File: config.mk
export PLATFORM = sky130hd
export DESIGN_NAME = spi_slave
export DESIGN_NICKNAME = d
export VERILOG_FILES = /design/src/rtl/spi_slave.sv
export SDC_FILE = /design/constraint.sdc
export NUM_CORES = 1
export LEC_CHECK = 0
export CORE_UTILIZATION = 30
export DETAILED_ROUTE_END_ITERATION = 8
export PLACE_DENSITY_LB_ADDON = 0.2
export SLEW_MARGIN = 20
export SYNTH_ARGS = -nofsm -noshare
export SYNTH_HDL_FRONTEND = slang
export SYNTH_SLANG_ARGS = --single-unit
File: constraint.sdc
create_clock -name clk_i -period 3.9 [get_ports clk_i]
set_input_delay 0.585 -clock clk_i [delete_from_list [all_inputs] [get_ports clk_i]]
set_output_delay 0.585 -clock clk_i [all_outputs]
set_load 0.03 [all_outputs]
File: src/rtl/spi_slave.sv
// spi_slave: memory-mapped SPI responder with 8-bit MSB-first frames.
// The external SCLK/SS/MOSI pins are synchronised into clk_i, edges are
// detected in the clk_i domain, and a two-state frame FSM shifts a byte
// out of TXDATA while capturing a byte into RXDATA. All four CPOL/CPHA
// modes are supported. Bus side: single-cycle we_i/addr_i/data_i write
// port and combinational data_o read port.

module spi_slave (
    input  logic        clk_i,
    input  logic        rst_i,
    input  logic [31:0] data_i,
    input  logic [31:0] addr_i,
    input  logic        we_i,
    output logic [31:0] data_o,
    input  logic        spi_sclk,
    input  logic        spi_ss_n,
    input  logic        spi_mosi,
    output logic        spi_miso,
    output logic        spi_miso_oe,
    output logic        irq_o
);

    // Register offsets (addr_i[3:0])
    localparam logic [3:0] ADDR_CTRL   = 4'h0;
    localparam logic [3:0] ADDR_TXDATA = 4'h4;
    localparam logic [3:0] ADDR_RXDATA = 4'h8;
    localparam logic [3:0] ADDR_STATUS = 4'hC;

    typedef enum logic {
        ST_IDLE,
        ST_ACTIVE
    } state_t;

    // ------------------------------------------------------------------
    // Registers
    // ------------------------------------------------------------------
    state_t      r_state;
    logic [3:0]  r_ctrl;        // {irq_en, cpha, cpol, en}
    logic [7:0]  r_txdata;
    logic [7:0]  r_rxdata;
    logic        r_rx_valid;
    logic        r_overrun;
    logic        r_tx_empty;

    logic [2:0]  r_sclk_sync;   // [0],[1] synchroniser, [2] edge-detect history
    logic [2:0]  r_ss_sync;
    logic [1:0]  r_mosi_sync;

    logic [7:0]  r_tx_shift;    // bits still to be driven, next one in [7]
    logic [7:0]  r_rx_shift;
    logic [2:0]  r_bit_cnt;
    logic        r_miso;
    logic        r_rx_done;     // one-cycle pulse: rx_shift holds a full byte

    // ------------------------------------------------------------------
    // Wires
    // ------------------------------------------------------------------
    state_t      w_state_next;
    logic        w_en;
    logic        w_cpol;
    logic        w_cpha;
    logic        w_irq_en;

    logic        w_sclk_rise;
    logic        w_sclk_fall;
    logic        w_ss_fall;
    logic        w_ss_rise;
    logic        w_lead;
    logic        w_trail;

    logic        w_start;       // IDLE -> ACTIVE this cycle
    logic        w_stop;        // ACTIVE -> IDLE this cycle
    logic        w_sample;      // capture MOSI this cycle
    logic        w_drive;       // shift next TX bit onto MISO this cycle
    logic        w_busy;
    logic        w_byte_done;
    logic        w_load;

    logic        w_wr_ctrl;
    logic        w_wr_tx;
    logic        w_wr_status;
    logic        w_clr_rx_valid;
    logic        w_clr_overrun;

    logic        w_unused_bits;

    assign w_en     = r_ctrl[0];
    assign w_cpol   = r_ctrl[1];
    assign w_cpha   = r_ctrl[2];
    assign w_irq_en = r_ctrl[3];

    // Upper bus bits are not decoded
    assign w_unused_bits = ^{data_i[31:8], addr_i[31:4]};

    // ------------------------------------------------------------------
    // Pin synchronisers and edge detection
    // ------------------------------------------------------------------
    // Two-flop synchronisers on all pins plus a third history flop on SCLK/SS.
    // NOTE: sequential state always uses non-blocking assignments so every
    // flop samples the pre-edge value of its neighbours (a shift chain with
    // blocking assignments would collapse into a single flop).
    always_ff @(posedge clk_i) begin
        if (rst_i) begin
            r_sclk_sync <= 3'b000;
            r_ss_sync   <= 3'b111;   // deselected, so no false SS fall after reset
            r_mosi_sync <= 2'b00;
        end else begin
            r_sclk_sync <= {r_sclk_sync[1:0], spi_sclk};
            r_ss_sync   <= {r_ss_sync[1:0], spi_ss_n};
            r_mosi_sync <= {r_mosi_sync[0], spi_mosi};
        end
    end

    assign w_sclk_rise = r_sclk_sync[1] & ~r_sclk_sync[2];
    assign w_sclk_fall = ~r_sclk_sync[1] & r_sclk_sync[2];
    assign w_ss_fall   = ~r_ss_sync[1] & r_ss_sync[2];
    assign w_ss_rise   = r_ss_sync[1] & ~r_ss_sync[2];

    // Leading edge leaves the idle level, trailing edge returns to it
    assign w_lead  = w_cpol ? w_sclk_fall : w_sclk_rise;
    assign w_trail = w_cpol ? w_sclk_rise : w_sclk_fall;

    // ------------------------------------------------------------------
    // Frame FSM
    // ------------------------------------------------------------------
    // State register.
    always_ff @(posedge clk_i) begin
        if (rst_i) begin
            r_state <= ST_IDLE;
        end else begin
            r_state <= w_state_next;
        end
    end

    // Next-state logic: enter on SS fall while enabled, leave on SS rise or disable.
    // NOTE: every signal driven in an always_comb gets a default at the top;
    // a path that leaves one unassigned would infer a latch.
    always_comb begin
        w_state_next = r_state;
        case (r_state)
            ST_IDLE: begin
                if (w_en && w_ss_fall) begin
                    w_state_next = ST_ACTIVE;
                end
            end
            ST_ACTIVE: begin
                if (!w_en || w_ss_rise) begin
                    w_state_next = ST_IDLE;
                end
            end
            default: w_state_next = ST_IDLE;
        endcase
    end

    // Output logic: per-cycle shift/sample strobes chosen by CPHA.
    always_comb begin
        w_start  = 1'b0;
        w_stop   = 1'b0;
        w_sample = 1'b0;
        w_drive  = 1'b0;
        w_busy   = 1'b0;
        case (r_state)
            ST_IDLE: begin
                w_start = w_en && w_ss_fall;
            end
            ST_ACTIVE: begin
                w_busy = 1'b1;
                if (!w_en || w_ss_rise) begin
                    w_stop = 1'b1;
                end else begin
                    w_sample = w_cpha ? w_trail : w_lead;
                    w_drive  = w_cpha ? w_lead  : w_trail;
                end
            end
            default: ;
        endcase
    end

    assign w_byte_done = w_sample && (r_bit_cnt == 3'd7);
    assign w_load      = w_start || w_byte_done;

    assign spi_miso_oe = w_busy;
    assign spi_miso    = r_miso;

    // ------------------------------------------------------------------
    // Shift datapath
    // ------------------------------------------------------------------
    // TX/RX shifters and bit counter. With CPHA=0 bit 7 goes out at entry,
    // so the shifter is loaded pre-shifted; after a mid-frame reload the
    // next trailing edge drives the new bit 7 through the normal drive path.
    always_ff @(posedge clk_i) begin
        if (rst_i) begin
            r_tx_shift <= 8'h00;
            r_rx_shift <= 8'h00;
            r_bit_cnt  <= 3'd0;
            r_miso     <= 1'b0;
            r_rx_done  <= 1'b0;
        end else begin
            r_rx_done <= w_byte_done;
            if (w_start) begin
                r_bit_cnt <= 3'd0;
                if (w_cpha) begin
                    r_tx_shift <= r_txdata;
                end else begin
                    r_tx_shift <= {r_txdata[6:0], 1'b0};
                    r_miso     <= r_txdata[7];
                end
            end else if (w_stop) begin
                r_bit_cnt <= 3'd0;
            end else begin
                if (w_sample) begin
                    r_rx_shift <= {r_rx_shift[6:0], r_mosi_sync[1]};
                    r_bit_cnt  <= r_bit_cnt + 3'd1;   // wraps to 0 after bit 8
                    if (w_byte_done) begin
                        r_tx_shift <= r_txdata;
                    end
                end
                if (w_drive) begin
                    r_miso     <= r_tx_shift[7];
                    r_tx_shift <= {r_tx_shift[6:0], 1'b0};
                end
            end
        end
    end

    // ------------------------------------------------------------------
    // Bus registers
    // ------------------------------------------------------------------
    assign w_wr_ctrl      = we_i && (addr_i[3:0] == ADDR_CTRL);
    assign w_wr_tx        = we_i && (addr_i[3:0] == ADDR_TXDATA);
    assign w_wr_status    = we_i && (addr_i[3:0] == ADDR_STATUS);
    assign w_clr_rx_valid = w_wr_status && data_i[1];
    assign w_clr_overrun  = w_wr_status && data_i[2];

    // Control/data registers and status flags; hardware sets win over W1C.
    always_ff @(posedge clk_i) begin
        if (rst_i) begin
            r_ctrl     <= 4'h0;
            r_txdata   <= 8'h00;
            r_rxdata   <= 8'h00;
            r_rx_valid <= 1'b0;
            r_overrun  <= 1'b0;
            r_tx_empty <= 1'b1;
        end else begin
            if (w_wr_ctrl) begin
                r_ctrl <= data_i[3:0];
            end
            if (w_wr_tx) begin
                r_txdata <= data_i[7:0];
            end

            // A bus write refills TXDATA even if the shifter loads this cycle
            if (w_wr_tx) begin
                r_tx_empty <= 1'b0;
            end else if (w_load) begin
                r_tx_empty <= 1'b1;
            end

            if (r_rx_done) begin
                r_rxdata   <= r_rx_shift;
                r_rx_valid <= 1'b1;
            end else if (w_clr_rx_valid) begin
                r_rx_valid <= 1'b0;
            end

            // Overrun only if the previous byte is still unacknowledged
            if (r_rx_done && r_rx_valid && !w_clr_rx_valid) begin
                r_overrun <= 1'b1;
            end else if (w_clr_overrun) begin
                r_overrun <= 1'b0;
            end
        end
    end

    // Read mux: combinational from current register state.
    always_comb begin
        data_o = 32'h0;
        case (addr_i[3:0])
            ADDR_CTRL:   data_o[3:0] = r_ctrl;
            ADDR_TXDATA: data_o[7:0] = r_txdata;
            ADDR_RXDATA: data_o[7:0] = r_rxdata;
            ADDR_STATUS: data_o[3:0] = {r_tx_empty, r_overrun, r_rx_valid, w_busy};
            default:     data_o      = 32'h0;
        endcase
    end

    assign irq_o = r_rx_valid & w_irq_en;

endmodule

==> summary.md <==
| Metric | Value |
|---|---|
| Number of register bits inferred by synthesis | `53` |
| Outcome | `finished clean` |
| Synthesis warning total | `0` |
| Post-Synthesis Cell Area | `0.00258 mm^2` |
| Share of final-layout standard cells stronger than drive strength 1 | `12.1%` |
| Worst-case hold path end point | `r_ss_sync[1]` |
| Maximum number of pins on one net before global-route repair | `40` |
| Headroom to the max-slew limit | `60.8%` |
| Worst hold margin | `421 ps` |
| Final worst clock skew | `5.98 ps` |
| Antenna violations before repair | `0` |
| Relative contribution of sequential cells to total power | `57.0%` |
| Clk Latency, worst-skew pair | `310 ps` |
| Unrepaired setup endpoints after global routing | `no` |
| Most used DFF post-synth | `sky130_fd_sc_hd__dfxtp_1` |
| Data required time of the critical path | `3310 ps` |
| Peak supply drop | `195 uV` |
| Worst hold path startpoint | `r_ss_sync[0]` |
| Critical Path Fanout Max | `8` |
| TritonCTS clock tree | `done` |
| Number of design-rule violations left by the first detailed-router iteration | `104` |
| Total power draw | `964 uW` |
| ANT nets after route | `0` |
| Number of global-route vias before repair | `1,657` |
| Sequential cell area fraction in the yosys report | `41.0%` |
| Reg-to-reg startpoint | `r_ctrl[2]` |
| Count of hold-fix buffers inserted at cts | `0` |
| Path type of the worst setup path | `input port to output port` |
| Worst Path Arrival | `2620 ps` |
| Clock period minus worst slack | `3210 ps` |
| Relative contribution of combinational cells to total power | `9.2%` |
| Count of flip-flops with a built-in enable after synthesis | `0` |
| Half-perimeter wire length after placement | `3760 um` |
| Signed area change from the synthesized netlist to the final layout | `14.6%` |
| Root buffer cell | `sky130_fd_sc_hd__clkbuf_8` |
| Core Area | `0.00826 mm^2` |
| End of the worst register-to-register path | `r_tx_empty` |
| Average cell area after synthesis | `10.2 um^2` |
| Final-report max-slew violation count | `0` |
| Hold violation count in the final report | `0` |
| Kind of start point of the critical path | `input port` |
| Wire length reported by the detailed router | `5250 um` |
| H-tree depth | `2` |
| Net load switching power | `243 uW` |
| Overflow left after global routing | `0` |
| Count of different cell masters after synthesis | `43` |
| Wire length per cell | `13.6 um` |
| Max cap viols | `0` |
| FP Rows | `33` |
| Starting density of the core | `31.3%` |
| Gate count after technology mapping | `254` |
| Setup slack, reg-to-reg | `1950 ps` |
| Postcts setup bufs | `0` |
| Share of total power in the clock network | `33.8%` |
| Post-CTS resize count | `0` |
| Worst hold path stage count | `1` |
| Ant diodes | `0` |
| Worst-case clock buffer depth | `2` |
| Path category of the worst min-delay check | `flip-flop to flip-flop` |
| DIE WIDTH | `94.8 um` |
| Worst-path clk slew | `90 ps` |
| Internal Dissipation | `721 uW` |
| Placer Congestion | `0.729` |
| All-layer global routing usage | `12.4%` |
| Number of buffers added on ports | `28` |
| Worst Tran Pin Value | `587 ps` |
| Final-layout setup total negative slack | `0 ps` |
| Vertical die dimension | `94.8 um` |
| Static leakage power | `0.00129 uW` |
| Switching fraction of total power | `25.2%` |
| First-pass GRT wire length | `8500 um` |
| Die ar. | `0.00899 mm^2` |
| Kind of capture point of the worst setup path | `output port` |
| Worst-case reg-to-reg path depth | `6` |
| Detailed-route via count | `1,771` |
| Share of flip-flops with an asynchronous set or reset after synthesis | `0%` |
| NumNets Final | `351` |
| Remaining routing DRC violations | `0` |
| TritonCTS Buffers | `5` |
| Maximum frequency from static timing analysis | `312 MHz` |
| Final period util | `82.3%` |
| # setup viols final | `0` |
| Count of pins on the block boundary | `105` |
| Vias per inst | `4.60` |
| Number of detailed-routing iterations run before antenna repair | `5` |
| Power per cell area | `325 mW/mm^2` |
| Num Clock Sinks | `53` |
[registers in the layout, indices dropped and copies added (netlist names)]
name	count
r_tx_shift	8
r_sclk_sync	3
r_ctrl	4
spi_miso	1
r_rx_shift	8
r_overrun	1
r_txdata	8
r_tx_empty	1
r_bit_cnt	3
r_rx_done	1
r_mosi_sync	2
r_state	1
r_rx_valid	1
r_ss_sync	3
r_rxdata	8
[cells in the final DEF, fill, tap and decap left out, types with 2 or more instances in the layout]
cell	instances
sky130_fd_sc_hd__nor2_1	50
sky130_fd_sc_hd__a221o_1	6
sky130_fd_sc_hd__a21oi_1	2
sky130_fd_sc_hd__a21o_1	2
sky130_fd_sc_hd__clkbuf_8	6
sky130_fd_sc_hd__a22oi_1	5
sky130_fd_sc_hd__buf_4	2
sky130_fd_sc_hd__nand3_1	3
sky130_fd_sc_hd__nand2b_1	2
sky130_fd_sc_hd__ha_1	2
sky130_fd_sc_hd__nand2_1	3
sky130_fd_sc_hd__dfxtp_1	53
sky130_fd_sc_hd__clkdlybuf4s50_1	28
sky130_fd_sc_hd__mux2_4	7
sky130_fd_sc_hd__conb_1	24
sky130_fd_sc_hd__and2_1	5
sky130_fd_sc_hd__mux2_2	3
sky130_fd_sc_hd__nor2b_1	9
sky130_fd_sc_hd__or2_2	4
sky130_fd_sc_hd__mux4_2	3
sky130_fd_sc_hd__mux2i_1	38
[synthesized netlist by cell type (all sizes together), types with 2 or more instances]
library cell	number	area share, %
dfxtp	53	41
nor2	50	7.3
mux2i	38	15
buf	27	7.8
mux2	10	5.4
nor2b	9	2.2
clkbuf	8	1.2
a221o	6	2.3
a22oi	5	1.5
and2	5	1.2
nand2	5	1.1
mux4	4	3.6
or2	4	0.97
nand3	3	0.58
a21o	2	0.58
a21oi	2	0.39
ha	2	0.97
nand2b	2	0.48
nor3	2	0.58
[cell type report]
class                   count  area, um^2
clock inverters             2        13.8
fillers                   867        5300
repair buffers             30         295
well taps                 105         131
multi-input cells         188        1380
flip-flops and latches     53        1060
clock buffers               6        82.6
inverters                   1        3.75
[critical path, cell delays in order]
cell and delay (ps):
sky130_fd_sc_hd__clkdlybuf4s50_1 690, sky130_fd_sc_hd__mux4_1 590, sky130_fd_sc_hd__and2_1 170, sky130_fd_sc_hd__clkdlybuf4s50_1 580
[worst max-delay path by stage]
stage | start | endpoint | slack (ps)
6_report | addr_i[2] | data_o[1] | 690
5_1_grt | addr_i[2] | data_o[7] | 540
4_1_cts | addr_i[2] | data_o[1] | 680
3_5_place_dp | addr_i[2] | data_o[1] | 680
3_3_place_gp | addr_i[2] | data_o[1] | 630
2_1_floorplan | addr_i[3] | data_o[4] | 1700
[power groups by stage]
stage                     combinational [uW]  sequential [uW]  clock, uW
after global placement                  89.5              562          0
after global routing                    96.8              551        357
after CTS                               89.5              550        338
after detailed placement                89.2              562          0
final                                   89.1              550        326
after floorplan                         81.5              561          0
[through the flow]
| step | setup slack [ps] | cells | util (%) | instance area (um^2) |
|---|---|---|---|---|
| after detailed placement | 679 | 377 | 34.7 | 2870 |
| after floorplan | 1700 | 277 | - | 2670 |
| after CTS | 676 | 385 | 35.9 | 2960 |
| final | 692 | 385 | 35.9 | 2960 |
| after global routing | 544 | 385 | 35.9 | 2960 |
| after global placement | 634 | 377 | 34.7 | 2870 |
[cells by family after synthesis]
family	synth area share, %
and+or+nand+nor	15.7
AOI/OAI and AO/OA	7.45
buffers and inverters	9.10
DFF	41.0
adders and majority gates	0.968
muxes	23.7
xor gates and xnor gates	1.84
other	0.145
[metal layers]
layer	wire length [um]	global-route usage, %	vias to the layer above
met5	0	0	-
met4	59	3.41	0
met3	170	2.58	7
met2	2380	19.4	36
met1	2630	17.2	848
li1	-	-	880
No activity file was read; power rests on OpenSTA's default activity.
